--- src/rtl/approx_mult_err_profiler.sv ---
// approx_mult_err_profiler
//   Exhaustive error-metric engine for an approximate WIDTHxWIDTH multiplier.
//   It walks every operand pair, compares the MUT product with the exact one
//   and accumulates error count, summed/max error distance and summed relative
//   error distance (scaled by RED_SCALE, computed with a bit-serial divider).
//
//   Optional feature macro: ERR_BIAS_EN
//     defined   : bias_sum accumulates signed (approx - exact), saturating at
//                 +/-(2^(ACC_W-1)-1); reaching a limit sets sat.
//     undefined : no bias logic, bias_sum tied to 0.
//
//   Ports
//     clk, rst_n      clock, asynchronous active-low reset
//     start, abort    sweep request (IDLE only) / stop sweep keeping results
//     skip_zero       operands run 1..2^W-1 instead of 0..2^W-1 (with start)
//     op_a, op_b      registered operands to the MUT
//     approx_prod     MUT product, sampled MULT_LAT cycles after op change
//     busy, done      sweep active / one-cycle completion pulse
//     err_count, err_dist_sum, max_err, red_sum, bias_sum   metrics
//     sat, red_undef  sticky: accumulator saturated / error with exact = 0
module approx_mult_err_profiler #(
  parameter int WIDTH     = 4,
  parameter int MULT_LAT  = 0,
  parameter int ACC_W     = 32,
  parameter int RED_SCALE = 10000
) (
  input  logic                 clk,
  input  logic                 rst_n,
  input  logic                 start,
  input  logic                 abort,
  input  logic                 skip_zero,
  output logic [WIDTH-1:0]     op_a,
  output logic [WIDTH-1:0]     op_b,
  input  logic [2*WIDTH-1:0]   approx_prod,
  output logic                 busy,
  output logic                 done,
  output logic [2*WIDTH:0]     err_count,
  output logic [ACC_W-1:0]     err_dist_sum,
  output logic [2*WIDTH-1:0]   max_err,
  output logic [ACC_W-1:0]     red_sum,
  output logic                 sat,
  output logic                 red_undef,
  output logic [ACC_W-1:0]     bias_sum
);
  localparam int PW      = 2 * WIDTH;
  localparam int RW      = $clog2(RED_SCALE + 1);
  localparam int DIV_CYC = PW + RW;          // also the dividend/quotient width
  localparam int SW      = ((ACC_W > DIV_CYC) ? ACC_W : DIV_CYC) + 1;
  localparam int LW      = (MULT_LAT > 1) ? $clog2(MULT_LAT + 1) : 1;
  localparam int CW      = $clog2(DIV_CYC + 1);
  localparam logic [SW-1:0] ACC_MAX = {{(SW-ACC_W){1'b0}}, {ACC_W{1'b1}}};

  // NEXT has no state of its own: it is folded into the exit of COMPARE/DIVIDE.
  localparam logic [2:0] S_IDLE    = 3'd0;
  localparam logic [2:0] S_WAIT    = 3'd1;
  localparam logic [2:0] S_COMPARE = 3'd2;
  localparam logic [2:0] S_DIVIDE  = 3'd3;
  localparam logic [2:0] S_DONE    = 3'd4;

  logic [2:0]         state;
  logic               skipZ;
  logic [LW-1:0]      waitCnt;
  logic [CW-1:0]      divCnt;
  logic [PW-1:0]      divisor;
  logic [PW-1:0]      rem;
  logic [DIV_CYC-1:0] quo;   // dividend shifts out the top, quotient in the bottom

  logic [PW-1:0]      exact, ed;
  logic               isErr, lastPair, clrAcc, cmpEn;
  logic [WIDTH-1:0]   firstVal, nxtA, nxtB;
  logic [2:0]         advState;
  logic [DIV_CYC-1:0] dividend, quoNext;
  logic [PW:0]        remShift;
  logic [PW-1:0]      remNext;
  logic               remGe;
  logic [SW-1:0]      edSumW, redSumW;
  logic               edSat, redSat, biasSatC;

  assign busy   = (state == S_WAIT) || (state == S_COMPARE) || (state == S_DIVIDE);
  assign done   = (state == S_DONE);
  assign clrAcc = (state == S_IDLE) && start;
  assign cmpEn  = (state == S_COMPARE) && !abort;

  always_comb begin
    exact    = PW'(op_a) * PW'(op_b);
    ed       = (approx_prod >= exact) ? approx_prod - exact : exact - approx_prod;
    isErr    = (ed != '0);
    dividend = DIV_CYC'(ed) * DIV_CYC'(RED_SCALE);
    firstVal = {{(WIDTH-1){1'b0}}, skipZ};
    lastPair = (&op_a) && (&op_b);
    // op_b runs fastest; operands hold on the final pair
    nxtA = op_a;
    nxtB = op_b + WIDTH'(1);
    if (&op_b) begin
      nxtB = firstVal;
      nxtA = op_a + WIDTH'(1);
    end
    if (lastPair) begin
      nxtA = op_a;
      nxtB = op_b;
    end
    advState = lastPair ? S_DONE : ((MULT_LAT > 0) ? S_WAIT : S_COMPARE);
    // one restoring-division step; a successful subtract always fits PW bits
    remShift = {rem, quo[DIV_CYC-1]};
    remGe    = (remShift >= {1'b0, divisor});
    remNext  = remGe ? (remShift[PW-1:0] - divisor) : remShift[PW-1:0];
    quoNext  = {quo[DIV_CYC-2:0], remGe};
    // saturating adds done one bit wider than anything that can be added
    edSumW  = SW'(err_dist_sum) + SW'(ed);
    redSumW = SW'(red_sum) + SW'(quoNext);
    edSat   = (edSumW >= ACC_MAX);
    redSat  = (redSumW >= ACC_MAX);
  end

  always_ff @(posedge clk or negedge rst_n) begin
    if (!rst_n) begin
      state        <= S_IDLE;
      skipZ        <= 1'b0;
      waitCnt      <= '0;
      divCnt       <= '0;
      divisor      <= '0;
      rem          <= '0;
      quo          <= '0;
      op_a         <= '0;
      op_b         <= '0;
      err_count    <= '0;
      err_dist_sum <= '0;
      max_err      <= '0;
      red_sum      <= '0;
      sat          <= 1'b0;
      red_undef    <= 1'b0;
    end else if (abort && state != S_IDLE) begin
      state <= S_IDLE;
    end else begin
      case (state)
        S_IDLE: if (start) begin
          err_count    <= '0;
          err_dist_sum <= '0;
          max_err      <= '0;
          red_sum      <= '0;
          sat          <= 1'b0;
          red_undef    <= 1'b0;
          skipZ        <= skip_zero;
          op_a         <= {{(WIDTH-1){1'b0}}, skip_zero};
          op_b         <= {{(WIDTH-1){1'b0}}, skip_zero};
          waitCnt      <= '0;
          state        <= (MULT_LAT > 0) ? S_WAIT : S_COMPARE;
        end
        S_WAIT: begin
          if (waitCnt == LW'(MULT_LAT - 1)) state <= S_COMPARE;
          else waitCnt <= waitCnt + LW'(1);
        end
        S_COMPARE: begin
          if (isErr) begin
            err_count    <= err_count + (PW+1)'(1);
            err_dist_sum <= edSat ? ACC_MAX[ACC_W-1:0] : edSumW[ACC_W-1:0];
            if (ed > max_err) max_err <= ed;
            sat <= sat | edSat | biasSatC;
          end
          if (isErr && exact != '0) begin
            divisor <= exact;
            quo     <= dividend;
            rem     <= '0;
            divCnt  <= '0;
            state   <= S_DIVIDE;
          end else begin
            if (isErr) red_undef <= 1'b1;
            op_a    <= nxtA;
            op_b    <= nxtB;
            waitCnt <= '0;
            state   <= advState;
          end
        end
        S_DIVIDE: begin
          rem    <= remNext;
          quo    <= quoNext;
          divCnt <= divCnt + CW'(1);
          if (divCnt == CW'(DIV_CYC - 1)) begin
            red_sum <= redSat ? ACC_MAX[ACC_W-1:0] : redSumW[ACC_W-1:0];
            sat     <= sat | redSat;
            op_a    <= nxtA;
            op_b    <= nxtB;
            waitCnt <= '0;
            state   <= advState;
          end
        end
        S_DONE:  state <= S_IDLE;
        default: state <= S_IDLE;
      endcase
    end
  end

`ifdef ERR_BIAS_EN
  localparam int BW = ((ACC_W > PW + 1) ? ACC_W : PW + 1) + 1;
  localparam logic signed [BW-1:0] BIAS_MAX = {{(BW-ACC_W+1){1'b0}}, {(ACC_W-1){1'b1}}};
  localparam logic signed [BW-1:0] BIAS_MIN = -BIAS_MAX;

  logic signed [BW-1:0] biasDiff, biasW;
  logic [ACC_W-1:0]     biasReg, biasNext;

  always_comb begin
    biasDiff = BW'({1'b0, approx_prod}) - BW'({1'b0, exact});
    biasW    = {{(BW-ACC_W){biasReg[ACC_W-1]}}, biasReg} + biasDiff;
    biasSatC = isErr && ((biasW >= BIAS_MAX) || (biasW <= BIAS_MIN));
    if (biasW >= BIAS_MAX)      biasNext = BIAS_MAX[ACC_W-1:0];
    else if (biasW <= BIAS_MIN) biasNext = BIAS_MIN[ACC_W-1:0];
    else                        biasNext = biasW[ACC_W-1:0];
  end

  always_ff @(posedge clk or negedge rst_n) begin
    if (!rst_n)              biasReg <= '0;
    else if (clrAcc)         biasReg <= '0;
    else if (cmpEn && isErr) biasReg <= biasNext;
  end

  assign bias_sum = biasReg;
`else
  assign biasSatC = 1'b0;
  assign bias_sum = '0;
`endif

endmodule
--- config.mk ---
export PLATFORM = sky130hd
export DESIGN_NAME = approx_mult_err_profiler
export DESIGN_NICKNAME = d
export VERILOG_FILES = /design/src/rtl/approx_mult_err_profiler.sv
export SDC_FILE = /design/constraint.sdc
export NUM_CORES = 1
export LEC_CHECK = 0
export CAP_MARGIN = 20
export CORE_MARGIN = 3
export CORE_UTILIZATION = 39
export DETAILED_ROUTE_END_ITERATION = 10
export MAX_ROUTING_LAYER = met4
export PLACE_DENSITY_LB_ADDON = 0.2
export SYNTH_ARGS = -nofsm -noshare
export SYNTH_HDL_FRONTEND = slang
export SYNTH_SLANG_ARGS = --single-unit
--- constraint.sdc ---
create_clock -name clk -period 10.9 [get_ports clk]
set_input_delay 3.27 -clock clk [delete_from_list [all_inputs] [get_ports clk]]
set_output_delay 3.27 -clock clk [all_outputs]
set_load 0.02 [all_outputs]
# [Word-level counts from Yosys, hierarchy flattened]
# Index checks and enable logic that the tools add are counted.
[totals] reg_bits=139 wordCells=127 output_inout_bits=125
[op_classes] eq_ne=14 order_cmp=5 mul=2 addsub=10 n_reduce_logical=27 mux=51 bitwise=3
[ops] op="32-bit 2-to-1 mux" n=5
[ops] op="32-bit one-hot mux with 2 select lines" n=2
[ops] op="33-bit by 32-bit >= comparator with 1-bit output, second input constant" n=2
[ops] op="8-bit 2-to-1 mux" n=6
[ops] op="22-bit one-hot mux with 2 select lines" n=1
[ops] op="4-bit 2-to-1 mux" n=9
[ops] op="32-bit by 22-bit adder with 33-bit output" n=1
[ops] op="32-bit by 8-bit adder with 33-bit output" n=1
[ops] op="8-bit one-hot mux with 2 select lines" n=2
[ops] op="5-bit AND reduction" n=5
[ops] op="4-bit one-hot mux with 3 select lines" n=2
[ops] op="8-bit subtractor" n=3
[ops] op="22-bit 2-to-1 mux" n=1
[ops] op="8-bit by 10-bit multiplier with 18-bit output, second input constant" n=1
[ops] op="3-bit 2-to-1 mux" n=6
[ops] op="9-bit 2-to-1 mux" n=2
[ops] op="9-bit one-hot mux with 2 select lines" n=1
[ops] op="4-bit AND reduction" n=4
[ops] op="8-bit nonzero test" n=2
[ops] op="3-bit one-hot mux with 4 select lines" n=1
[ops] op="3-bit AND reduction" n=4
[ops] op="5-bit one-hot mux with 2 select lines" n=1
[ops] op="9-bit by 1-bit adder with 9-bit output, second input constant" n=1
[ops] op="9-bit by 8-bit >= comparator with 1-bit output" n=1
[ops] op="27 further kinds" n=48

# [Logic depth before layout (Yosys ltp)]
[depth] word_depth=8 ltp_mapped=39 mapped_depth_nobuf=38

# [Worst setup path before layout]
# Ideal clock, no wire load.
[synth_timing] kind="input to register" start="in approx_prod[2]" end="reg quo[20]" path_slack_ns=1.671 t_required_ns=10.818 arrival_time_ns=9.147 n_path_buf=1 path_stages=29 setup_time_ns=0.082 path_cell_list="inv_1 ha_1 clkbuf_1 a41oi_1 a31oi_1 o21ai_0 nand2_1 mux2_2 a21oi_1 o21ai_0 xnor2_1 inv_1 fa_1 inv_1 fa_1 inv_1 ha_1 inv_1 fa_1 inv_1 ha_1 o21ai_0 a21oi_1 o21ai_0 nand2b_1 a21oi_1 nand4b_1 o41a_1 a31oi_1"
[synth_between] elab_chain_cells=6 elab_cells_between_ends=11 classes_between="add/sub (2); mul (1); order compare (1); eq/ne (1); mux (3); reduce/logical (3)"
[synth_lines] element="start, declared" line_no="34" text="input logic [2*WIDTH-1:0] approx_prod,"
[synth_lines] element="8-bit subtractor or 8-bit >= comparator (tied branches)" line_no="86" text="ed = (approx_prod >= exact) ? approx_prod - exact : exact - approx_prod;"
[synth_lines] element="8-bit 2-to-1 mux (*)" line_no="86"
[synth_lines] element="branches (longest 4 deep; another with 8-bit by 10-bit multiplier with 18-bit output)"
[synth_lines] element="end signal, assigned" line_no="162" text="quo <= dividend;"
[synth_lines] element="end signal, assigned" line_no="176" text="quo <= quoNext;"
[synth_lines] element="end, declared" line_no="66" text="logic [DIV_CYC-1:0] quo;"
# Mark *: on every way between the ends. The select of a mux whose other input is x is not followed.
# A chain may end at the register's enable or synchronous reset.

# [Worst setup path in the final report]
[layout_timing] start="in approx_prod[1]" end="reg quo[20]"
# Same word-level chain as after synthesis.

==> metrics.txt <==
status finished clean; final core area utilization 0.4651; asr flop ratio synth 1.000; Req. time, crit path 11.24 ns; met1 Use GR 0.2815; crit path time final 9.907 ns; first-pass GRT wire length 56530 microns; measured slew at the worst slew-check pin 1.083 ns; Initial Util 0.4014; total wire length 34590 microns; Top Usage Layer GRT met2; # Post-CTS Setup Buffers 0; # diodes 0; number of setup violations in the final report 0; share of layout cells above drive strength 1 0.06129; slew margin rel. 0.2783; drt initial violations 626; Final Hold Violating Endpoints 0; H-tree depth 4; Pleak 6.416 nW; total die area 0.03314 sq mm; Final Max Tran Viols 0; final setup margin 0.9928 ns; met3 usage 0.03586; CTS buffer count 17; Power Dens Cells 286.8 mW/mm^2; GRT Total Usage 0.2144; Tcrit/Tclk final 0.9089; standard-cell rows 63; global routing met2 resource utilization 0.3433; initial antenna violation count 0; max incr delay on CP 0.58 ns; clock sinks 139; DR DRC count 0; clk_lat worst skew 0.43 ns; flops & latches, synth 139; Hold Slack 0.4826 ns; Wirelength per Cell 17.83 microns; DP Wirelength 26000 microns; Vias per Instance 5.587; Distinct cells, synth 84; Max Freq 100.9 MHz; startpoint types primary input; most used cell, CP inv_1; Worst Reg2Reg Path Length in Cells 37; hold crit path type flip-flop to flip-flop; Worst Path Max Fanout 8; cts hold-fix bufs 0; Remaining Overflow, GRT 0; setup TNS 0 ns; CTS root buf clkbuf_16; CTS tree yes; Vert. Die Dim 182.0 microns; chip width 182.0 microns; RePlAce Congestion 0.9333; clock tree buffer depth 2; crit end category flip-flop; Antenna Violating Nets Remaining 0; crit path kind primary input to flip-flop; fillcell total 2944; Top-Level Pins 138; reg2reg start op_a[0]; slowest cell on the critical path xor2_1; post-CTS sizing 0; RSZ-0062 raised after global routing false; crit path capture quo[20]; pre-CTS setup slack 0.5621 ns; EDFF count, synth 0; YS warnings 0; vias in the first global route 10693; synthesized area 0.01209 sq mm; IO Port Bufs 105; Reg-to-Reg End quo[20]; CORE AREA 0.03011 sq mm; Vias 10839; Clock Skew 0.01764 ns; Avg Cell Area, Syn 8.318 sq um; NumNets Final 1693; total chip power 4.017 mW; max-cap viol count 0; Main synth FF type dfrtp_1; R2R setup slack 1.76 ns; synth-to-layout area growth 15.88%; Critical Path Source approx_prod[1]; Clock transition at path regs 0.06 ns; largest net degree at the start of global routing 82; drt pass-1 iters 5; Seq/Total Area, Yosys 0.2878; Worst EP arrival 10.25 ns; Peak VDD IR 0.0001808 V; Syn Inst Count 1453
cells in the mapped netlist (4+ instances only):
library cell	n	share of area
nand2_1	142	0.044
dfrtp_1	139	0.29
ha_1	121	0.13
nor2_1	121	0.038
a21oi_1	117	0.048
inv_1	111	0.034
o21ai_0	105	0.043
clkbuf_1	49	0.015
nand3_1	39	0.016
xnor2_1	36	0.026
a21o_1	34	0.021
buf_4	34	0.021
nand4_1	33	0.017
xor2_1	24	0.017
and2_1	23	0.012
fa_1	22	0.036
a31oi_1	19	0.0098
nor3_1	18	0.0075
o31ai_1	18	0.011
a211oi_1	15	0.0093
mux2i_1	15	0.012
a22o_1	13	0.0094
and3_1	13	0.0067
nor2b_1	12	0.0062
nand2b_1	10	0.0052
or2_2	10	0.0052
nor4_1	9	0.0047
or3_1	9	0.0047
o211ai_1	8	0.0050
o21bai_1	8	0.0050
o21a_1	7	0.0043
a211oi_2	6	0.0062
a21boi_0	6	0.0037
and4_1	6	0.0043
a2111oi_0	4	0.0029
a211o_1	4	0.0029
a311oi_1	4	0.0029
a41oi_1	4	0.0029
buf_2	4	0.0017
mux2_2	4	0.0037
nor4b_1	4	0.0029
o2111ai_1	4	0.0029
cell usage in the layout, fill, tap and decap left out, drive strengths merged, types with 19 or more instances in the layout:
| cell | count |
|---|---|
| fa | 22 |
| clkbuf | 19 |
| a31oi | 20 |
| xnor2 | 36 |
| nand4 | 34 |
| buf | 19 |
| dfrtp | 139 |
| a21oi | 117 |
| o21ai | 107 |
| inv | 113 |
| a21o | 34 |
| a211oi | 21 |
| nand2 | 142 |
| nand3 | 41 |
| conb | 32 |
| ha | 121 |
| nor2 | 121 |
| xor2 | 24 |
| and2 | 24 |
| clkdlybuf4s50 | 104 |
sequential cells by signal (all words and copies together) (netlist names):
signal,flops
op_b,4
err_count,9
sat,1
op_a,4
quo,22
red_undef,1
rem,8
max_err,8
divisor,8
skipZ,1
red_sum,32
waitCnt,1
divCnt,5
err_dist_sum,32
state,3
metal layers:
metal / wire [microns] / vias up
met5: 0 / -
met4: 591 / 0
met3: 1717 / 41
met2: 16350 / 281
met1: 15940 / 5215
li1: - / 5302
layout make-up:
cell class	count	area, sq um	area share
Clock buffer	19	442.9	0.03162
Clock inverter	13	142.6	0.01018
Inverter	111	416.7	0.02975
Multi-Input combinational cell	1145	7850	0.5605
Sequential cell	139	3478	0.2483
Tap cell	390	488.0	0.03484
Timing Repair Buffer	123	1187	0.08478
report_power, final:
group          leakage, nW  switching, mW  internal, mW
Clock                0.272          0.248         0.344
Sequential            1.85          0.151         0.628
Combinational         4.30           1.54          1.11
Total                 6.42           1.94          2.08
how the worst min path moves through the flow:
stage | cells past startpoint | start | slack (ns) | to
floorplan | 2 | quo[21] | 0.45 | quo[21]
global placement | 2 | divisor[6] | 0.46 | divisor[6]
detailed placement | 2 | rem[7] | 0.47 | rem[7]
CTS | 2 | rem[7] | 0.49 | rem[7]
global route | 2 | rem[7] | 0.52 | rem[7]
finish | 2 | divisor[2] | 0.48 | divisor[2]
critical path: cells and delay by family:
kind            cells  cell delay [ns]
xor+xnor            1             0.58
simple gates        3             0.60
compound gates     11             2.07
mux                 1             0.21
fa+ha+maj           6             2.47
buf+inv             7             1.03
logic make-up (layout without fill, tap and decap cells):
kind of cell / count (synthesis) / in the layout / share of synthesized area
compound gates: 421 / 421 / 0.2267
xor+xnor: 60 / 60 / 0.04348
buf+inv: 200 / 266 / 0.07371
fa+ha+maj: 143 / 143 / 0.1617
other cells: 1 / 32 / 0.0003103
simple gates: 470 / 470 / 0.1902
flops: 139 / 139 / 0.2878
mux: 19 / 19 / 0.01615
metrics by stage:
step	cells	instance area (sq um)
finish	1940	14010
global route	1940	14010
CTS	1940	14010
detailed placement	1908	13420
global placement	1908	13420
floorplan	1484	12200
No activity file was read; power rests on OpenSTA's default activity.
